## config.mk

```make
export PLATFORM = sky130hd
export DESIGN_NAME = wb_copy_master
export DESIGN_NICKNAME = d
export VERILOG_FILES = /design/src/rtl/wb_copy_master.sv
export SDC_FILE = /design/constraint.sdc
export NUM_CORES = 1
export LEC_CHECK = 0
export BUFFER_PORTS_ARGS = -buffer_cell sky130_fd_sc_hd__buf_2
export CAP_MARGIN = 20
export CELL_PAD_IN_SITES_DETAIL_PLACEMENT = 1
export CELL_PAD_IN_SITES_GLOBAL_PLACEMENT = 1
export CORE_UTILIZATION = 38
export CTS_CLUSTER_DIAMETER = 60
export CTS_CLUSTER_SIZE = 8
export DETAILED_ROUTE_END_ITERATION = 16
export PLACE_DENSITY = 0.86
export SYNTH_ARGS = -nofsm -noshare
export SYNTH_HDL_FRONTEND = slang
export SYNTH_SLANG_ARGS = --single-unit
```

## constraint.sdc

```tcl
create_clock -name clk_i -period 5 [get_ports clk_i]
set_clock_uncertainty 0.15 [all_clocks]
set_input_delay 0.25 -clock clk_i [delete_from_list [all_inputs] [get_ports clk_i]]
set_output_delay 0.25 -clock clk_i [all_outputs]
set_load 0.005 [all_outputs]
```

## src/rtl/wb_copy_master.sv

```systemverilog
`default_nettype none
// ============================================================================
// Module   : wb_copy_master
// Purpose  : Wishbone initiator that copies len_i 32-bit words from src_i to
//            dst_i. Each word is one single read cycle followed by one single
//            write cycle, with a mandatory one-clock cyc_o=0 gap after every
//            bus cycle.
// Ports    : clk_i/rst_i      clock, asynchronous active-high reset
//            start_i          start request, sampled only while idle
//            src_i/dst_i      byte addresses (bits [1:0] forced to 0)
//            len_i            word count; 0 gives a done_o pulse, no bus cycles
//            busy_o/done_o    transfer in progress / one-cycle completion pulse
//            err_o            sticky abort flag (timeout build only)
//            cyc_o..dat_o     Wishbone master outputs; dat_i/ack_i inputs
// Options  : define WB_TIMEOUT_EN to abort a bus cycle that sees no ack_i
//            within TO_CYCLES clocks.
// Revision : 1.0 - initial release
// ============================================================================
module wb_copy_master #(
    parameter int LENW      = 12,
    parameter int TO_CYCLES = 255
) (
    input  logic            clk_i,
    input  logic            rst_i,
    input  logic            start_i,
    input  logic [31:0]     src_i,
    input  logic [31:0]     dst_i,
    input  logic [LENW-1:0] len_i,
    output logic            busy_o,
    output logic            done_o,
    output logic            err_o,
    output logic            cyc_o,
    output logic            stb_o,
    output logic            we_o,
    output logic [3:0]      sel_o,
    output logic [31:0]     adr_o,
    output logic [31:0]     dat_o,
    input  logic [31:0]     dat_i,
    input  logic            ack_i
);

    typedef enum logic [2:0] {
        S_IDLE = 3'd0,
        S_RD   = 3'd1,
        S_RGAP = 3'd2,
        S_WR   = 3'd3,
        S_WGAP = 3'd4
    } state_t;

    state_t          r_state;
    logic [31:0]     r_src;
    logic [31:0]     r_dst;
    logic [31:0]     r_hold;
    logic [31:0]     r_adr;
    logic [31:0]     r_dat;
    logic [LENW-1:0] r_count;
    logic            r_busy;
    logic            r_done;
    logic            r_cyc;
    logic            r_we;
    logic [3:0]      r_sel;

`ifdef WB_TIMEOUT_EN
    // Counter holds the number of ack-less clocks already spent in the
    // current cycle, so the abort fires on the TO_CYCLES-th such clock.
    localparam int TOW = (TO_CYCLES > 1) ? $clog2(TO_CYCLES) : 1;
    localparam logic [TOW-1:0] TO_LAST = TOW'(TO_CYCLES - 1);
    logic [TOW-1:0] r_to_cnt;
    logic           r_err;
`endif

    // Address bits [1:0] are ignored by design.
    logic w_unused;
    assign w_unused = ^{src_i[1:0], dst_i[1:0], (TO_CYCLES > 0)};

    always_ff @(posedge clk_i or posedge rst_i) begin
        if (rst_i) begin
            r_state  <= S_IDLE;
            r_src    <= '0;
            r_dst    <= '0;
            r_hold   <= '0;
            r_adr    <= '0;
            r_dat    <= '0;
            r_count  <= '0;
            r_busy   <= 1'b0;
            r_done   <= 1'b0;
            r_cyc    <= 1'b0;
            r_we     <= 1'b0;
            r_sel    <= 4'h0;
`ifdef WB_TIMEOUT_EN
            r_to_cnt <= '0;
            r_err    <= 1'b0;
`endif
        end else begin
            r_done <= 1'b0;
            case (r_state)
                S_IDLE: begin
                    if (start_i) begin
`ifdef WB_TIMEOUT_EN
                        r_err <= 1'b0;
`endif
                        if (len_i != '0) begin
                            r_src   <= {src_i[31:2], 2'b00};
                            r_dst   <= {dst_i[31:2], 2'b00};
                            r_count <= len_i;
                            r_busy  <= 1'b1;
                            r_cyc   <= 1'b1;
                            r_we    <= 1'b0;
                            r_sel   <= 4'hF;
                            r_adr   <= {src_i[31:2], 2'b00};
                            r_state <= S_RD;
`ifdef WB_TIMEOUT_EN
                            r_to_cnt <= '0;
`endif
                        end else begin
                            r_done <= 1'b1;
                        end
                    end
                end
                S_RD: begin
                    if (ack_i) begin
                        r_hold  <= dat_i;
                        r_cyc   <= 1'b0;
                        r_sel   <= 4'h0;
                        r_state <= S_RGAP;
                    end
`ifdef WB_TIMEOUT_EN
                    else if (r_to_cnt == TO_LAST) begin
                        r_cyc   <= 1'b0;
                        r_sel   <= 4'h0;
                        r_err   <= 1'b1;
                        r_done  <= 1'b1;
                        r_busy  <= 1'b0;
                        r_state <= S_IDLE;
                    end else begin
                        r_to_cnt <= r_to_cnt + TOW'(1);
                    end
`endif
                end
                S_RGAP: begin
                    r_cyc   <= 1'b1;
                    r_we    <= 1'b1;
                    r_sel   <= 4'hF;
                    r_adr   <= r_dst;
                    r_dat   <= r_hold;
                    r_state <= S_WR;
`ifdef WB_TIMEOUT_EN
                    r_to_cnt <= '0;
`endif
                end
                S_WR: begin
                    if (ack_i) begin
                        r_cyc   <= 1'b0;
                        r_we    <= 1'b0;
                        r_sel   <= 4'h0;
                        r_state <= S_WGAP;
                    end
`ifdef WB_TIMEOUT_EN
                    else if (r_to_cnt == TO_LAST) begin
                        r_cyc   <= 1'b0;
                        r_we    <= 1'b0;
                        r_sel   <= 4'h0;
                        r_err   <= 1'b1;
                        r_done  <= 1'b1;
                        r_busy  <= 1'b0;
                        r_state <= S_IDLE;
                    end else begin
                        r_to_cnt <= r_to_cnt + TOW'(1);
                    end
`endif
                end
                S_WGAP: begin
                    // Addresses wrap modulo 2**32 without any error.
                    r_src   <= r_src + 32'd4;
                    r_dst   <= r_dst + 32'd4;
                    r_count <= r_count - LENW'(1);
                    if (r_count == LENW'(1)) begin
                        r_done  <= 1'b1;
                        r_busy  <= 1'b0;
                        r_state <= S_IDLE;
                    end else begin
                        r_cyc   <= 1'b1;
                        r_sel   <= 4'hF;
                        r_adr   <= r_src + 32'd4;
                        r_state <= S_RD;
`ifdef WB_TIMEOUT_EN
                        r_to_cnt <= '0;
`endif
                    end
                end
                default: r_state <= S_IDLE;
            endcase
        end
    end

    assign busy_o = r_busy;
    assign done_o = r_done;
    assign cyc_o  = r_cyc;
    assign stb_o  = r_cyc;
    assign we_o   = r_we;
    assign sel_o  = r_sel;
    assign adr_o  = r_adr;
    assign dat_o  = r_dat;
`ifdef WB_TIMEOUT_EN
    assign err_o  = r_err;
`else
    assign err_o  = 1'b0;
`endif

endmodule
`default_nettype wire

```

After elaboration in Yosys (flattened, before gate mapping) --
Index checks and enable logic that the tools add are counted.
Word-level totals: register bits after elaboration 183, input bits 112, output and inout bits 74, logic and storage cells 77
Operators by class: add/sub/neg operators 3, equality and inequality tests 12, mux-type cells 36, reduce and logical (&&, ||, !) cells 14
Operator list (number):
- two-way mux 32 bit | 5
- one-hot mux 32 bit (2 select lines) | 2
- one-hot mux 32 bit (3 select lines) | 1
- adder 32 x 3 -> 32 bit, second input constant | 2
- two-way mux 12 bit | 2
- one-hot mux 12 bit (2 select lines) | 1
- two-way mux 4 bit | 4
- one-hot mux 4 bit (4 select lines) | 1
- AND reduction 4 bit | 4
- one-hot mux 3 bit (5 select lines) | 1
- == test 12 x 1 -> 1 bit, second input constant | 1
- two-way mux 3 bit | 4
- != test 2 bit, second input constant | 6
- nonzero test 12 bit | 1
- subtractor 12 x 1 -> 12 bit, second input constant | 1
- two-way mux 1 bit | 11
- == test 3 x 2 -> 1 bit, second input constant | 2
- nonzero test 3 bit | 2
- AND reduction 5 bit | 1
- one-hot mux 1 bit (2 select lines) | 2
- one-hot mux 1 bit (4 select lines) | 1
- nonzero test 4 bit | 1
- == test 3 x 1 -> 1 bit, second input constant | 1
- == test 3 bit, second input constant | 1
- 7 further kinds | 7

Longest topological paths before layout --
depth in word-level cells 4, gate-level depth with buffers 8, gate-level depth less buffers 7

Least setup slack after synthesis --
No wires, ideal clock.
path type register -> register, start register r_src[2], end register r_adr[28] (netlist: adr_o[28]), setup time 82 ps, arrival time 2075 ps, data required time 4768 ps, slack 2693 ps, cell stages (with the launch flop) 8, path buffers 1, clock period less this slack 2307 ps, path through dfrtp_1 ha_1 nand2_1 or4_1 clkbuf_1 nor4_1 o21ai_1 a31oi_1
Between the ends: longest elaborated chain between the ends 3
RTL lines:
- start, declared | RTL line 51 | logic [31:0] r_src;
- start signal, assigned | RTL line 103 | r_src <= {src_i[31:2], 2'b00};
- start signal, assigned | RTL line 174 | r_src <= r_src + 32'd4;
- adder 32 x 3 -> 32 bit | RTL line 184 | r_adr <= r_src + 32'd4;
- two-way mux 32 bit | RTL line 177 | if (r_count == LENW'(1)) begin
- one-hot mux 32 bit (3 select lines) | RTL line 96 | case (r_state)
- end signal, assigned | RTL line 110 | r_adr <= {src_i[31:2], 2'b00};
- end signal, assigned | RTL line 144 | r_adr <= r_dst;
- end signal, assigned | RTL line 184
- end, declared | RTL line 54 | logic [31:0] r_adr;
No other way between the ends. The select of a mux whose other input is x is not followed. A chain may end at the register's enable or synchronous reset.

Worst setup path in the final report --
start register r_state[2], end register r_adr[13] (netlist: adr_o[13])
Between the ends: longest elaborated chain between the ends 3, elaborated cells on any way between the ends 9, those cells by class 5 x eq/ne; 1 x mux; 3 x reduce/logical
RTL lines:
- start, declared | RTL line 50 | state_t r_state;
- start signal, assigned | RTL line 78 | r_state <= S_IDLE;
- start signal, assigned | RTL line 111 | r_state <= S_RD;
- start signal, assigned | RTL line 125 | r_state <= S_RGAP;
- == test 3 bit, or another cell as far along | RTL line 96
- != test 2 bit (no line) or nonzero test 3 bit (tied branches)
- AND reduction 4 bit (no line)
Parallel ways exist; a longest one is shown, timed or not.

==> flow_summary.json <==
{
  "netlist-cell-type-count": 68,
  "clk_transition_reported_paths_ps": 70,
  "chipWidth_um": 157,
  "cp_top_family": "compound AO/OA/AOI/OAI gates",
  "compound_gate_fraction_of_synth_area": 0.202,
  "cts_tree": "built",
  "worstPathArrival_ps": 3500,
  "mostFrequentLayoutCells": "180 x sky130_fd_sc_hd__buf_2, 173 x sky130_fd_sc_hd__dfrtp_1, 77 x sky130_fd_sc_hd__nand2_1",
  "synth_top_cell_by_area": "sky130_fd_sc_hd__dfrtp_1",
  "reg2regPathDepth": 6,
  "synth.mux.area_fraction": 0.0876,
  "nets": 1275,
  "routabilityCongestion": 0.852,
  "cts_htree_levels": 4,
  "yosys_warnings": 0,
  "synthXorXnorAreaFrac": 0.0144,
  "antenna_found_initial": 6,
  "detail_route.drc_violations": 0,
  "drv.max_cap_violation_count": 0,
  "synth_top_flop_cell": "sky130_fd_sc_hd__dfrtp_1",
  "die-area_um2": 24700,
  "dpl.hpwl_um": 20000,
  "synth.ff_latch_count": 174,
  "initial_core_util": 0.389,
  "cp_max_fo": 56,
  "netlist_top_cells_area": "sky130_fd_sc_hd__dfrtp_1 48%, sky130_fd_sc_hd__mux2_2 8.0%, sky130_fd_sc_hd__a21oi_1 3.6%",
  "setup.reg_to_reg.worst_slack_ps": 1670,
  "timing.critical_path.required_ps": 5170,
  "max-vdd-ir-drop_uv": 313,
  "ff_latch_area_um2": 4360,
  "wire_length_of_the_first_global_routing_pass_um": 51000,
  "io_buffer_count": 180,
  "drt_pre_antenna_iters": 5,
  "fp-row-count": 56,
  "power.leakage_nw": 4.80,
  "synth_top_area_share": 0.476,
  "route.antenna.remaining_nets": 0,
  "timing.critical_path.cells": "inv_2 > a311o_1 > a31oi_4 > buf_4 > o211ai_1 > o21a_1",
  "worst_min_path_class": "input pin to async pin",
  "power.density_cell_area_nw_per_um2": 611,
  "placedInstanceArea_um2": 10300,
  "post_synth_adder_cell_area": 0.00547,
  "ctsLongestPathBuffers": 2,
  "clock-sinks": 174,
  "post-route-period-util": 0.666,
  "dominant_combinational_cell_family_by_area_after_synthesis": "compound AO/OA/AOI/OAI gates",
  "finalCriticalPeriod_ps": 3330,
  "final_cell_area_um2": 11600,
  "grt_pass1_vias": 9144,
  "path_class": "flip-flop to flip-flop",
  "filler_cell_count": 2712,
  "final.hold.worst_slack_ps": -183,
  "flow.area_growth_from_synthesis_pct": 27.0,
  "crit_path_max_incr_delay_ps": 1050,
  "synth_simple_gate_area_frac": 0.168,
  "drt-vias-per-instance": 5.89,
  "drive_gt1_frac": 0.264,
  "multi_input_area_um2": 4410,
  "insertion_delay_to_the_later_sink_of_the_worst_skew_pair_ps": 440,
  "critPathSlowestCell": "sky130_fd_sc_hd__dfrtp_2",
  "utilization": 0.494,
  "coreArea_um2": 23500,
  "avgSynthCellArea_um2": 9.54,
  "fin_setup_tns_ps": 0,
  "p_total_mw": 7.11,
  "status": "finished, violations left",
  "grt_usage": 0.269,
  "wirelength_um": 32100,
  "drt_iter0_markers": 651,
  "slew-limit-headroom": 0.260,
  "synth-edff-count": 0,
  "crit_path_start_kind": "flip-flop",
  "finalSetupViolCount": 0,
  "grt.overflow.total": 0,
  "grt_setup_unrepaired": "false",
  "cp_num_buf_inv": 2,
  "tightest_slew_ps": 1110,
  "async_set_reset_flop_share_out_of_synthesis": 1.00,
  "layout.cells.most_common": "sky130_fd_sc_hd__buf_2",
  "max_freq_ghz": 0.300,
  "synth.net_count": 1076,
  "maximum_number_of_pins_on_one_net_before_global_route_repair": 175,
  "num_vias": 8813,
  "finalHoldViolations": 75,
  "routedWlPerCell_um": 21.4,
  "ctsRootBufferMaster": "sky130_fd_sc_hd__clkbuf_16",
  "critical_path.reg2reg.endpoint": "adr_o[13]$_DFFE_PP0P_",
  "synth.yosys.seq_area_share": 0.476,
  "die_h_um": 157,
  "final-max-slew-violation-count": 0,
  "violated_checks": "hold timing",
  "setup.worst_path.end_class": "flip-flop",
  "synth_cell_area_um2": 9160,
  "post_cts_buffers": 0,
  "io_pins": 186,
  "crit-reg2reg-launch": "r_state[2]$_DFFE_PP0P_",
  "tritoncts.num_buffers": 17,
  "cell_count_after_synthesis": 960
}
## metal layers
metal / GRT usage / part of all wire / wire length [um]
met1: 0.340 / 0.42 / 13400
met2: 0.450 / 0.49 / 15600
met3: 0.0608 / 0.072 / 2310
met4: 0.0925 / 0.024 / 762
met5: 0 / 0.00075 / 24
## registers in the layout, summed over array words and instances, names as in the netlist
name and flops:
dat_o 32, adr_o 31, r_count 12, r_hold 32
r_src 30, we_o 1, r_state 3, sel_o 1
r_dst 30, busy_o 1, done_o 1
## how the worst max path moves through the flow
stage | from | to | cells after the start
2_1_floorplan | rst_i | adr_o[10]$_DFFE_PP0P_ | 1
4_1_cts | r_state[2]$_DFFE_PP0P_ | adr_o[13]$_DFFE_PP0P_ | 6
3_3_place_gp | r_state[2]$_DFFE_PP0P_ | adr_o[13]$_DFFE_PP0P_ | 6
5_1_grt | r_state[2]$_DFFE_PP0P_ | adr_o[13]$_DFFE_PP0P_ | 6
3_5_place_dp | r_state[2]$_DFFE_PP0P_ | adr_o[13]$_DFFE_PP0P_ | 6
6_report | r_state[2]$_DFFE_PP0P_ | adr_o[13]$_DFFE_PP0P_ | 6
## layout make-up
type / instances / share of cell area
inverter: 17 / 0.00581
multi-input combinational: 682 / 0.379
antenna: 5 / 0.00108
clock buffer: 17 / 0.0366
tap: 319 / 0.0343
timing repair buffer: 267 / 0.152
clock inverter: 15 / 0.0168
sequential: 174 / 0.374
## timing repair
action | in CTS | in global routing
endpoints found under the hold margin | 75 | 0
hold buffers | 74 | 0
gates resized for setup | 0 | 0
## stage by stage
step / std cells / worst slack [ps]
2_1_floorplan: 960 / 2380
3_5_place_dp: 1385 / 1690
3_3_place_gp: 1385 / 1770
4_1_cts: 1491 / 1660
6_report: 1496 / 1670
5_1_grt: 1493 / 1470
## where the power goes
part,switching (mW),total [mW],internal (mW)
combinational,1.53,2.80,1.27
clock,0.669,1.39,0.724
sequential,0.804,2.91,2.11
total,3.01,7.11,4.10
## cells by family (layout without fill, tap and decap cells)
kind of cell / count (synthesis) / count (layout)
xor gates and xnor gates: 15 / 15
adders and majority gates: 4 / 4
and+or+nand+nor: 306 / 306
AOI/OAI and AO/OA: 284 / 284
DFF: 174 / 174
buffers and inverters: 104 / 316
muxes: 72 / 72
other: 1 / 6
## cells in the mapped netlist, types with 6 or more instances
cell type                    n
sky130_fd_sc_hd__buf_1       6
sky130_fd_sc_hd__a22oi_1    29
sky130_fd_sc_hd__buf_4       7
sky130_fd_sc_hd__or4_1      10
sky130_fd_sc_hd__a221oi_1    6
sky130_fd_sc_hd__and3_1     13
sky130_fd_sc_hd__a21oi_1    65
sky130_fd_sc_hd__xor2_1      6
sky130_fd_sc_hd__dfrtp_1   174
sky130_fd_sc_hd__o22ai_1    19
sky130_fd_sc_hd__nand4_1    22
sky130_fd_sc_hd__o211ai_1    7
sky130_fd_sc_hd__nor4_1     17
sky130_fd_sc_hd__inv_1      16
sky130_fd_sc_hd__xnor2_1     9
sky130_fd_sc_hd__nor3_1     31
sky130_fd_sc_hd__a31oi_1    33
sky130_fd_sc_hd__nand2_1    77
sky130_fd_sc_hd__nor2_1     77
sky130_fd_sc_hd__o21ai_0    53
sky130_fd_sc_hd__buf_2       9
sky130_fd_sc_hd__mux2_2     65
sky130_fd_sc_hd__clkbuf_1   64
sky130_fd_sc_hd__and4_1      9
sky130_fd_sc_hd__mux2i_1     7
sky130_fd_sc_hd__nand3_1    24
## worst register-to-register path, cell delays in order, from the launching register on
cell and delay, ps:
sky130_fd_sc_hd__dfrtp_2 1050, sky130_fd_sc_hd__inv_2 540, sky130_fd_sc_hd__a311o_1 500, sky130_fd_sc_hd__a31oi_4 250, sky130_fd_sc_hd__buf_4 370, sky130_fd_sc_hd__o211ai_1 210, sky130_fd_sc_hd__o21a_1 150
Note: power is estimated with default switching activity, not from simulation.
